==> src/rtl/inst_fetch.sv <==
// inst_fetch: instruction-fetch stage.
//   Owns the fetch PC, issues one instruction-memory request at a time and
//   presents returned instructions to ID through an output register backed
//   by a single skid entry. A redirect restarts the stream at npc and marks
//   any response still in flight as stale so it is dropped on arrival.
//
// Ports
//   clk, rstn         clock, asynchronous active-low reset
//   npc               next PC from next-PC logic (only source of pc updates)
//   redirect          flush; the fetch stream restarts at npc
//   id_ready          ID accepts the instruction presented this cycle
//   inst_req          memory request valid (only in REQ)
//   inst_addr         request address (= pc)
//   inst_addr_ok      memory accepted the request this cycle
//   inst_data_ok      response valid this cycle
//   inst_rdata        response instruction word
//   pc                current fetch PC
//   req_inst_success  inst_req & inst_addr_ok
//   if_valid/if_pc/if_inst  instruction presented to ID
module inst_fetch #(
    parameter logic [31:0] RESET_PC = 32'h1c000000
) (
    input  logic        clk,
    input  logic        rstn,
    input  logic [31:0] npc,
    input  logic        redirect,
    input  logic        id_ready,
    output logic        inst_req,
    output logic [31:0] inst_addr,
    input  logic        inst_addr_ok,
    input  logic        inst_data_ok,
    input  logic [31:0] inst_rdata,
    output logic [31:0] pc,
    output logic        req_inst_success,
    output logic        if_valid,
    output logic [31:0] if_pc,
    output logic [31:0] if_inst
);

    typedef enum logic [1:0] {IDLE, REQ, WAIT, HOLD} state_t;

    state_t      state;
    logic [31:0] req_pc;      // PC of the outstanding request
    logic [31:0] skid_pc;     // skid entry; valid exactly while in HOLD
    logic [31:0] skid_inst;
    logic        discard;     // outstanding response is stale
    logic        out_free;

    assign inst_req         = (state == REQ);
    assign inst_addr        = pc;
    assign req_inst_success = inst_req & inst_addr_ok;

    // Output register can take new data if empty or being consumed now.
    assign out_free = !if_valid || id_ready;

    always_ff @(posedge clk or negedge rstn) begin
        if (!rstn) begin
            state     <= IDLE;
            pc        <= RESET_PC;
            req_pc    <= 32'h0;
            skid_pc   <= 32'h0;
            skid_inst <= 32'h0;
            discard   <= 1'b0;
            if_valid  <= 1'b0;
            if_pc     <= 32'h0;
            if_inst   <= 32'h0;
        end else if (redirect) begin
            pc        <= npc;
            if_valid  <= 1'b0;
            skid_pc   <= 32'h0;
            skid_inst <= 32'h0;
            case (state)
                REQ: begin
                    // An address accepted this cycle belongs to the old stream.
                    if (inst_addr_ok) begin
                        state   <= WAIT;
                        discard <= 1'b1;
                    end
                end
                WAIT: begin
                    if (inst_data_ok) begin
                        state   <= REQ;
                        discard <= 1'b0;
                    end else begin
                        discard <= 1'b1;
                    end
                end
                default: state <= REQ;   // IDLE, HOLD
            endcase
        end else begin
            // Plain consumption; a load below in the same cycle overrides it.
            if (if_valid && id_ready)
                if_valid <= 1'b0;

            case (state)
                IDLE: state <= REQ;
                REQ: begin
                    if (inst_addr_ok) begin
                        req_pc <= pc;
                        pc     <= npc;
                        state  <= WAIT;
                    end
                end
                WAIT: begin
                    if (inst_data_ok) begin
                        if (discard) begin
                            discard <= 1'b0;
                            state   <= REQ;
                        end else if (out_free) begin
                            if_valid <= 1'b1;
                            if_pc    <= req_pc;
                            if_inst  <= inst_rdata;
                            state    <= REQ;
                        end else begin
                            skid_pc   <= req_pc;
                            skid_inst <= inst_rdata;
                            state     <= HOLD;
                        end
                    end
                end
                HOLD: begin
                    // if_valid is necessarily 1 here; refill it from the skid.
                    if (id_ready) begin
                        if_valid <= 1'b1;
                        if_pc    <= skid_pc;
                        if_inst  <= skid_inst;
                        state    <= REQ;
                    end
                end
                default: state <= IDLE;
            endcase
        end
    end

endmodule

==> config.mk <==
export PLATFORM = sky130hd
export DESIGN_NAME = inst_fetch
export DESIGN_NICKNAME = d
export VERILOG_FILES = /design/src/rtl/inst_fetch.sv
export SDC_FILE = /design/constraint.sdc
export NUM_CORES = 1
export LEC_CHECK = 0
export CORE_MARGIN = 3
export CORE_UTILIZATION = 45
export CTS_BUF_LIST = sky130_fd_sc_hd__clkbuf_8
export DETAILED_ROUTE_END_ITERATION = 7
export PLACE_DENSITY_LB_ADDON = 0.1
export SLEW_MARGIN = 15
export SYNTH_ARGS = -nofsm -noshare
export SYNTH_HDL_FRONTEND = slang
export SYNTH_SLANG_ARGS = --single-unit
==> constraint.sdc <==
create_clock -name clk -period 2.5 [get_ports clk]
set_input_delay 0.375 -clock clk [delete_from_list [all_inputs] [get_ports clk]]
set_output_delay 0.375 -clock clk [all_outputs]
set_load 0.02 [all_outputs]
# --- Yosys cells after proc, flatten, opt, wreduce, memory -nomap -nowiden ---
# Cells that the tools add are included.
totals:
  ff_bits: 196
  elab_cells: 83
op_classes:
  eq_ne: 11
  muxes: 45
  bitwise_logic: 2
  n_reduce_logical: 16
op_table:
  columns: ["operator", "n"]
  rows:
  - ["2-to-1 mux 32 bit", 21]
  - ["one-hot mux 32 bit (2 select lines)", 2]
  - ["2-to-1 mux 2 bit", 7]
  - ["inequality test 2 bit, second input constant", 6]
  - ["nonzero test 2 bit", 6]
  - ["2-to-1 mux 1 bit", 11]
  - ["one-hot mux 2 bit (4 select lines)", 1]
  - ["AND reduction 4 bit", 2]
  - ["AND reduction 6 bit", 1]
  - ["== test 2 bit, second input constant", 2]
  - ["one-hot mux 1 bit (2 select lines)", 2]
  - ["one-hot mux 2 bit (2 select lines)", 1]
  - ["AND reduction 2 bit", 2]
  - ["inequality test 3 x 2 -> 1 bit, second input constant", 1]
  - ["inequality test 3 bit, second input constant", 1]
  - ["AND reduction 3 bit", 1]
  - ["== test 2 x 1 -> 1 bit, second input constant", 1]
  - ["zero test 2 bit", 1]
  - ["AND 1 bit", 1]
  - ["logical AND 1 bit", 1]
  - ["zero test 1 bit", 1]
  - ["logical OR 1 bit", 1]
  - ["inverter 1 bit", 1]

# --- Logic depth before layout (Yosys ltp) ---
# Gate-level depths: netlist of run 1.
logic_depth:
  depth_word: 7
  mapped_depth: 7
  mapped_depth_nobuf: 6

# --- Worst setup path before layout of run 1 ---
# OpenSTA, ideal clock, no wires.
synth_path:
  kind: "register to register"
  start: "reg state[0]"
  end: "reg pc[10] (netlist: inst_addr[10])"
  setup_ns: 0.125
  arrival_time_ns: 1.797
  required_time_ns: 2.375
  path_slack_ns: 0.578
  path_stages_with_launch: 6
  n_path_buf: 1
  synth_period_minus_slack_ns: 1.922
  cell_sequence: "dfrtp_1 -> ha_1 -> and2_1 -> nor2_1 -> buf_2 -> mux2_2"
synth_between:
  elab_chain_len: 3
synth_lines:
  columns: ["element", "line", "source"]
  rows:
  - ["from (decl)", "42", "state_t state;"]
  - ["from (signal assigned)", "58", "state <= IDLE;"]
  - ["from (signal assigned)", "76", "state <= WAIT;"]
  - ["from (signal assigned)", "82", "state <= REQ;"]
  - ["== test 2 x 1 -> 1 bit", null, null]
  - ["via inst_req", "28", "output logic inst_req,"]
  - ["nonzero test 2 bit (no source line)", null, null]
  - ["AND reduction 2 bit (no source line)", null, null]
  - ["to (signal assigned)", "68", "pc <= npc;"]
  - ["to (signal assigned)", "100", "pc <= npc;"]
  - ["to (decl)", "33", "output logic [31:0] pc,"]
# The timed path passes the listed nets, and every way through them passes these cells.
# A chain may end at the register's enable or synchronous reset.

# --- Worst setup path after layout of run 1 ---
layout_path:
  start: "reg state[1]"
  end: "out inst_req"
layout_between:
  elab_chain_len: 1
layout_lines:
  columns: ["element", "line", "source"]
  rows:
  - ["== test 2 x 1 -> 1 bit", "49", "assign inst_req = (state == REQ);"]
  - ["to (decl)", "28", null]
# No other way between the ends.

==> results of run 1 <==
-- state kept, by name (all words and copies together) (netlist names) --
name	cells
inst_addr	32
if_pc	32
discard	1
req_pc	32
state	2
skid_inst	32
if_valid	1
skid_pc	32
if_inst	32
-- cell usage in the layout, fill, tap and decap left out, types with 2 or more instances in the layout --
cell type / Yosys / final
o21ai_0: 3 / 3
mux2_2: 132 / 132
inv_1: 4 / 5
clkdlybuf4s50_1: 0 / 198
nand2_1: 3 / 2
clkinvlp_4: 0 / 3
dfrtp_1: 193 / 193
a22o_1: 65 / 65
ha_1: 3 / 2
nor3_1: 2 / 2
clkbuf_8: 0 / 18
a21oi_1: 2 / 2
buf_12: 6 / 8
mux2_4: 60 / 60
clkinv_2: 0 / 4
a22oi_1: 2 / 2
dfstp_2: 3 / 3
nor2_4: 0 / 2
buf_4: 32 / 8
inv_6: 0 / 5
nand2b_1: 2 / 2
-- area by class of cell --
cell class / count / area (um^2) / share of cell area
inverters: 4 / 15.0 / 0.00136
multi-input cells: 288 / 3220 / 0.292
clock buffers: 17 / 234 / 0.0212
repair buffers: 217 / 2230 / 0.203
flip-flops and latches: 196 / 4910 / 0.445
well taps: 229 / 287 / 0.0260
clock inverters: 15 / 129 / 0.0117
-- timing repair --
item                       in CTS  in global routing
hold buffers                    1                  0
resized for setup               1                  0
hold endpoints to repair       63                  0
setup endpoints to repair       1                  0
-- routing by layer --
layer	wire length [um]	global-route usage
met5	0	0
met4	164	0.0457
met3	1090	0.0565
met2	8810	0.293
met1	8630	0.250
-- metrics by stage --
stage,setup WS (ns),power (uW),utilization
floorplan,0.578,8010,-
global placement,0.259,9970,0.581
detailed placement,0.218,10100,0.581
CTS,0.147,12100,0.601
global route,0.106,12600,0.601
finish,0.211,11900,0.601
-- worst paths after layout --
kind	slack, ns	to	startpoint	cells past startpoint
setup / recovery	0.21	inst_req	state[1]	3
hold / removal	0.45	if_inst[13]	rstn	2
setup reg to reg	0.31	skid_pc[29]	state[0]	7
hold reg to reg	0.51	skid_pc[11]	skid_pc[11]	1
max in group asynchronous	1.20	inst_addr[28]	rstn	3
min in group clk	0.51	inst_addr[29]	npc[29]	2
-- power breakdown --
group | switching (uW) | internal, uW
clock | 1160 | 794
sequential | 667 | 4080
combinational | 2200 | 3030
-- worst reg2reg max path: stages, from the launching register on --
cell and delay [ns]:
dfrtp_1 0.46, inv_1 0.07, ha_1 0.28, nand2_1 0.14
nor3_1 0.09, nor2_4 0.62, buf_4 0.33, a22o_1 0.16
-- cell families after synthesis --
logic type	Yosys count
multiplexers	192
buffers and inverters	70
adder cells (fa/ha/maj)	3
flip-flops	196
AND/OR/NAND/NOR	18
AO/OA/AOI/OAI	75
==> results_dict.tcl, run 1 <==
set metrics [dict create \
    status "finished, final reports clean" \
    worstPathCellList "inv_1 -> ha_1 -> clkdlybuf4s50_1" \
    grt_start_max_net_pins 67 \
    end_kind "output pin" \
    syn_area_per_cell_um2 15.5 \
    worst_pin_slew_ns 0.797 \
    cts_tree "yes" \
    clockBufferDepth 2 \
    drive_above_1_share 0.342 \
    cts_setup_buffers 0 \
    synthDistinctLibCells 29 \
    ys_seq_area_frac 0.571 \
    synthFlopType "dfrtp_1" \
    fp.dieArea_um2 20800 \
    synthSimpleGateAreaFrac 0.0132 \
    p_leak_uw 0.00498 \
    grt_pass1_wl_um 30000 \
    rsz0062_at_grt "false" \
    slowest_stage "clkdlybuf4s50_1" \
    slew_violations 0 \
    firstDrtPassIters 4 \
    grt-ovfl-total 0 \
    drc_errors 0 \
    arrival_ns 1.91 \
    die_y_um 144 \
    place_inst 933 \
    cellPowerDensity_nw_per_um2 1080 \
    clkTransAtPathRegs_ns 0.10 \
    hold_path_class "primary input to async pin" \
    synth_fa_ha_area_frac 0.00437 \
    yosys_warnings 0 \
    synth_compound_area_frac 0.0738 \
    grt_pass1_vias 5548 \
    wl_per_cell_um 19.3 \
    syn_to_final_growth_pct 28.3 \
    ios 201 \
    start_kind "flop" \
    synthCells 554 \
    insertion_delay_ns 0.47 \
    vias 5120 \
    critPathMaxStageDelay_ns 0.68 \
    first_iter_violations 213 \
    cap_viol_max_count 0 \
    synth_xor_area_frac 0 \
    final_cells 966 \
    htreeDepth 4 \
    irDropWorstVdd_mv 0.577 \
    yosysTopAreaCellShare 0.562 \
    fmax_mhz 437 \
    die_w_um 144 \
    rows 49 \
    synth_enable_flop_cells 0 \
    final-setup-viol-count 0 \
    place_hpwl_um 12300 \
    antenna_left 0 \
    final_area_um2 11000 \
    routed_via_density 5.30 \
    diodes 0 \
    synthMuxAreaShare 0.278 \
    grtUsageTotal 0.184 \
    synth_top_area_cell "dfrtp_1" \
    critPathMaxFanout 5 \
    required_ns 2.12 \
    critPathTopFamily "buffers and inverters" \
    criticalPathCategory "flop to output pin" \
    netlist_top_cells_area "dfrtp_1 56%, mux2_2 17%, mux2_4 10%, a22o_1 6.6%, buf_4 2.8%" \
    fillerInstances 1396 \
    core_um2 18300 \
    cts_buffers 17 \
    fin_setup_tns_ns 0 \
    cts_root_buffer "clkbuf_8" \
    period_share 0.916 \
    antenna_found_initial 0 \
    syn_nets 627 \
    portBuffers 200 \
    gp_congestion 0.727 \
    syn_area_um2 8590 \
    skew_ns 0.0171 \
    start_util 0.469 \
    wirelength_um 18700 \
    finalCriticalPeriod_ns 2.29 \
    final-hold-violation-count 0 \
    cts.sink_count 196 \
    hold_slack_ns 0.451 \
    postPlaceCellArea_um2 10700 \
    yosysMostFrequentCell "dfrtp_1" \
    synth_common_cells "193 x dfrtp_1, 132 x mux2_2, 65 x a22o_1" \
    slew_headroom 0.468 \
    nets 797 \
    crit_buf_inv 2 \
    synth_top_family_by_area "multiplexers" \
    async_reset_ff_frac 1.00 \
    ys_seq_elements 196 \
]
(Power assumes the default switching activity.)
==> run 2: changes to the inputs <==
- PLACE_DENSITY: unset -> 0.72
- PLACE_DENSITY_LB_ADDON: 0.1 -> unset
==> run 2 against run 1 <==
  * Worst setup slack gained 0.019 ns
  * Combinational power is essentially flat
  * Flip-flop and latch count is the same
  * Design area is essentially flat
  * Fmax grew 0.84%
  * Sequential share of layout area is essentially flat
  * Worst hold slack gained 0.012 ns
  * Clock power grew 5%
  * Sequential power is essentially flat
  * Largest cell class unchanged
==> results_dict.tcl, run 2 (synthesis gave the netlist of run 1 again) <==
set metrics [dict create \
    fin_setup_tns_ns 0 \
    rsz0062_at_grt "false" \
    final-setup-viol-count 0 \
    routed_via_density 5.32 \
    clkTransAtPathRegs_ns 0.10 \
    final-hold-violation-count 0 \
    drc_errors 0 \
    r2r_slack_ns 0.43 \
    firstDrtPassIters 4 \
    totalPowerFinal_uw 12000 \
    insertion_delay_ns 0.45 \
    fmax_mhz 441 \
    final_cell_mix "198 x clkdlybuf4s50_1, 193 x dfrtp_1, 132 x mux2_2" \
    first_iter_violations 253 \
    cts.sink_count 196 \
    ios 201 \
    cts_buffers 17 \
    grt_pass1_wl_um 29600 \
    wirelength_um 18500 \
    antenna_found_initial 0 \
    required_ns 2.12 \
    start_kind "flop" \
    grt_pass1_vias 5554 \
    status "finished, final reports clean" \
    diodes 0 \
    layout_commonest_cell "clkdlybuf4s50_1" \
    p_leak_uw 0.00499 \
    antenna_left 0 \
    period_share 0.908 \
    fp.dieArea_um2 20800 \
    irDropWorstVdd_mv 0.587 \
    arrival_ns 1.89 \
    end_kind "output pin" \
    cellPowerDensity_nw_per_um2 1090 \
    grt_start_max_net_pins 65 \
    cts_tree "yes" \
    portBuffers 200 \
    vias 5130 \
    die_w_um 144 \
    slew_headroom 0.640 \
    gp_congestion 0.755 \
    cts_root_buffer "clkbuf_8" \
    core_um2 18300 \
    skew_ns 0.0180 \
    criticalPathCategory "flop to output pin" \
    place_hpwl_um 12400 \
    die_y_um 144 \
    drive_above_1_share 0.338 \
    syn_to_final_growth_pct 28.4 \
    grtUsageTotal 0.179 \
    rr_worst_depth 6 \
    start_util 0.469 \
    htreeDepth 4 \
    crit-reg2reg-launch "state[0]" \
    finalCriticalPeriod_ns 2.27 \
    r2r_end "if_pc[21]" \
    slew_violations 0 \
    grt-ovfl-total 0 \
    rows 49 \
    cap_viol_max_count 0 \
    wl_per_cell_um 19.2 \
    worst_pin_slew_ns 0.540 \
    critPathMaxFanout 5 \
    nets 796 \
    hold_path_class "primary input to async pin" \
    clockBufferDepth 2 \
]
## run 2: cell type report
cell class,count,area [um^2]
Fill cell,1374,7300
Tap cell,229,287
Timing Repair Buffer,216,2210
Clock buffer,17,234
Sequential cell,196,4910
Clock inverter,15,161
Inverter,4,15.0
Multi-Input combinational cell,288,3210
## run 2: worst max-delay path: stages, from the launching register on
cell and delay [ns]:
dfrtp_1 0.43, inv_1 0.11, ha_1 0.24, clkdlybuf4s50_1 0.67
## run 2: where the power goes
part | switching [uW] | internal (uW) | leakage (uW)
registers | 682 | 4080 | 0.00248
logic | 2190 | 3010 | 0.00230
clock network | 1150 | 902 | 0.000202
## run 2: worst max path at each step
stage / from / endpoint / slack (ns)
6_report: state[1] / inst_req / 0.23
5_1_grt: state[1] / inst_req / 0.11
4_1_cts: state[1] / inst_req / 0.20
3_5_place_dp: redirect / skid_inst[10] / 0.17
3_3_place_gp: redirect / skid_inst[0] / 0.28
2_1_floorplan: state[0] / inst_addr[10] / 0.58
## run 2: metal layers
layer  vias up  global-route usage  part of all wire
met4         0              0.0447            0.0098
met5         -                   0                 0
met3        12              0.0427             0.041
met1      2668               0.247              0.45
met2       128               0.287              0.50
li1       2322                   -                 -
## run 2: repair_timing
item                                    CTS  global route
resized for setup                         1             0
endpoints found under the setup margin    1             0
hold buffers                              1             0
setup buffers                             0             0
endpoints found under the hold margin    60             0
## run 2: stage by stage
stage / setup slack (ns) / hold WS, ns / util / area (um^2) / std cells
after floorplan: 0.578 / 0.0794 / - / 8590 / 554
after global placement: 0.278 / 0.397 / 0.580 / 10600 / 932
after detailed placement: 0.172 / 0.411 / 0.580 / 10600 / 932
after CTS: 0.200 / 0.473 / 0.602 / 11000 / 965
after global routing: 0.110 / 0.469 / 0.602 / 11000 / 965
final: 0.230 / 0.462 / 0.602 / 11000 / 965
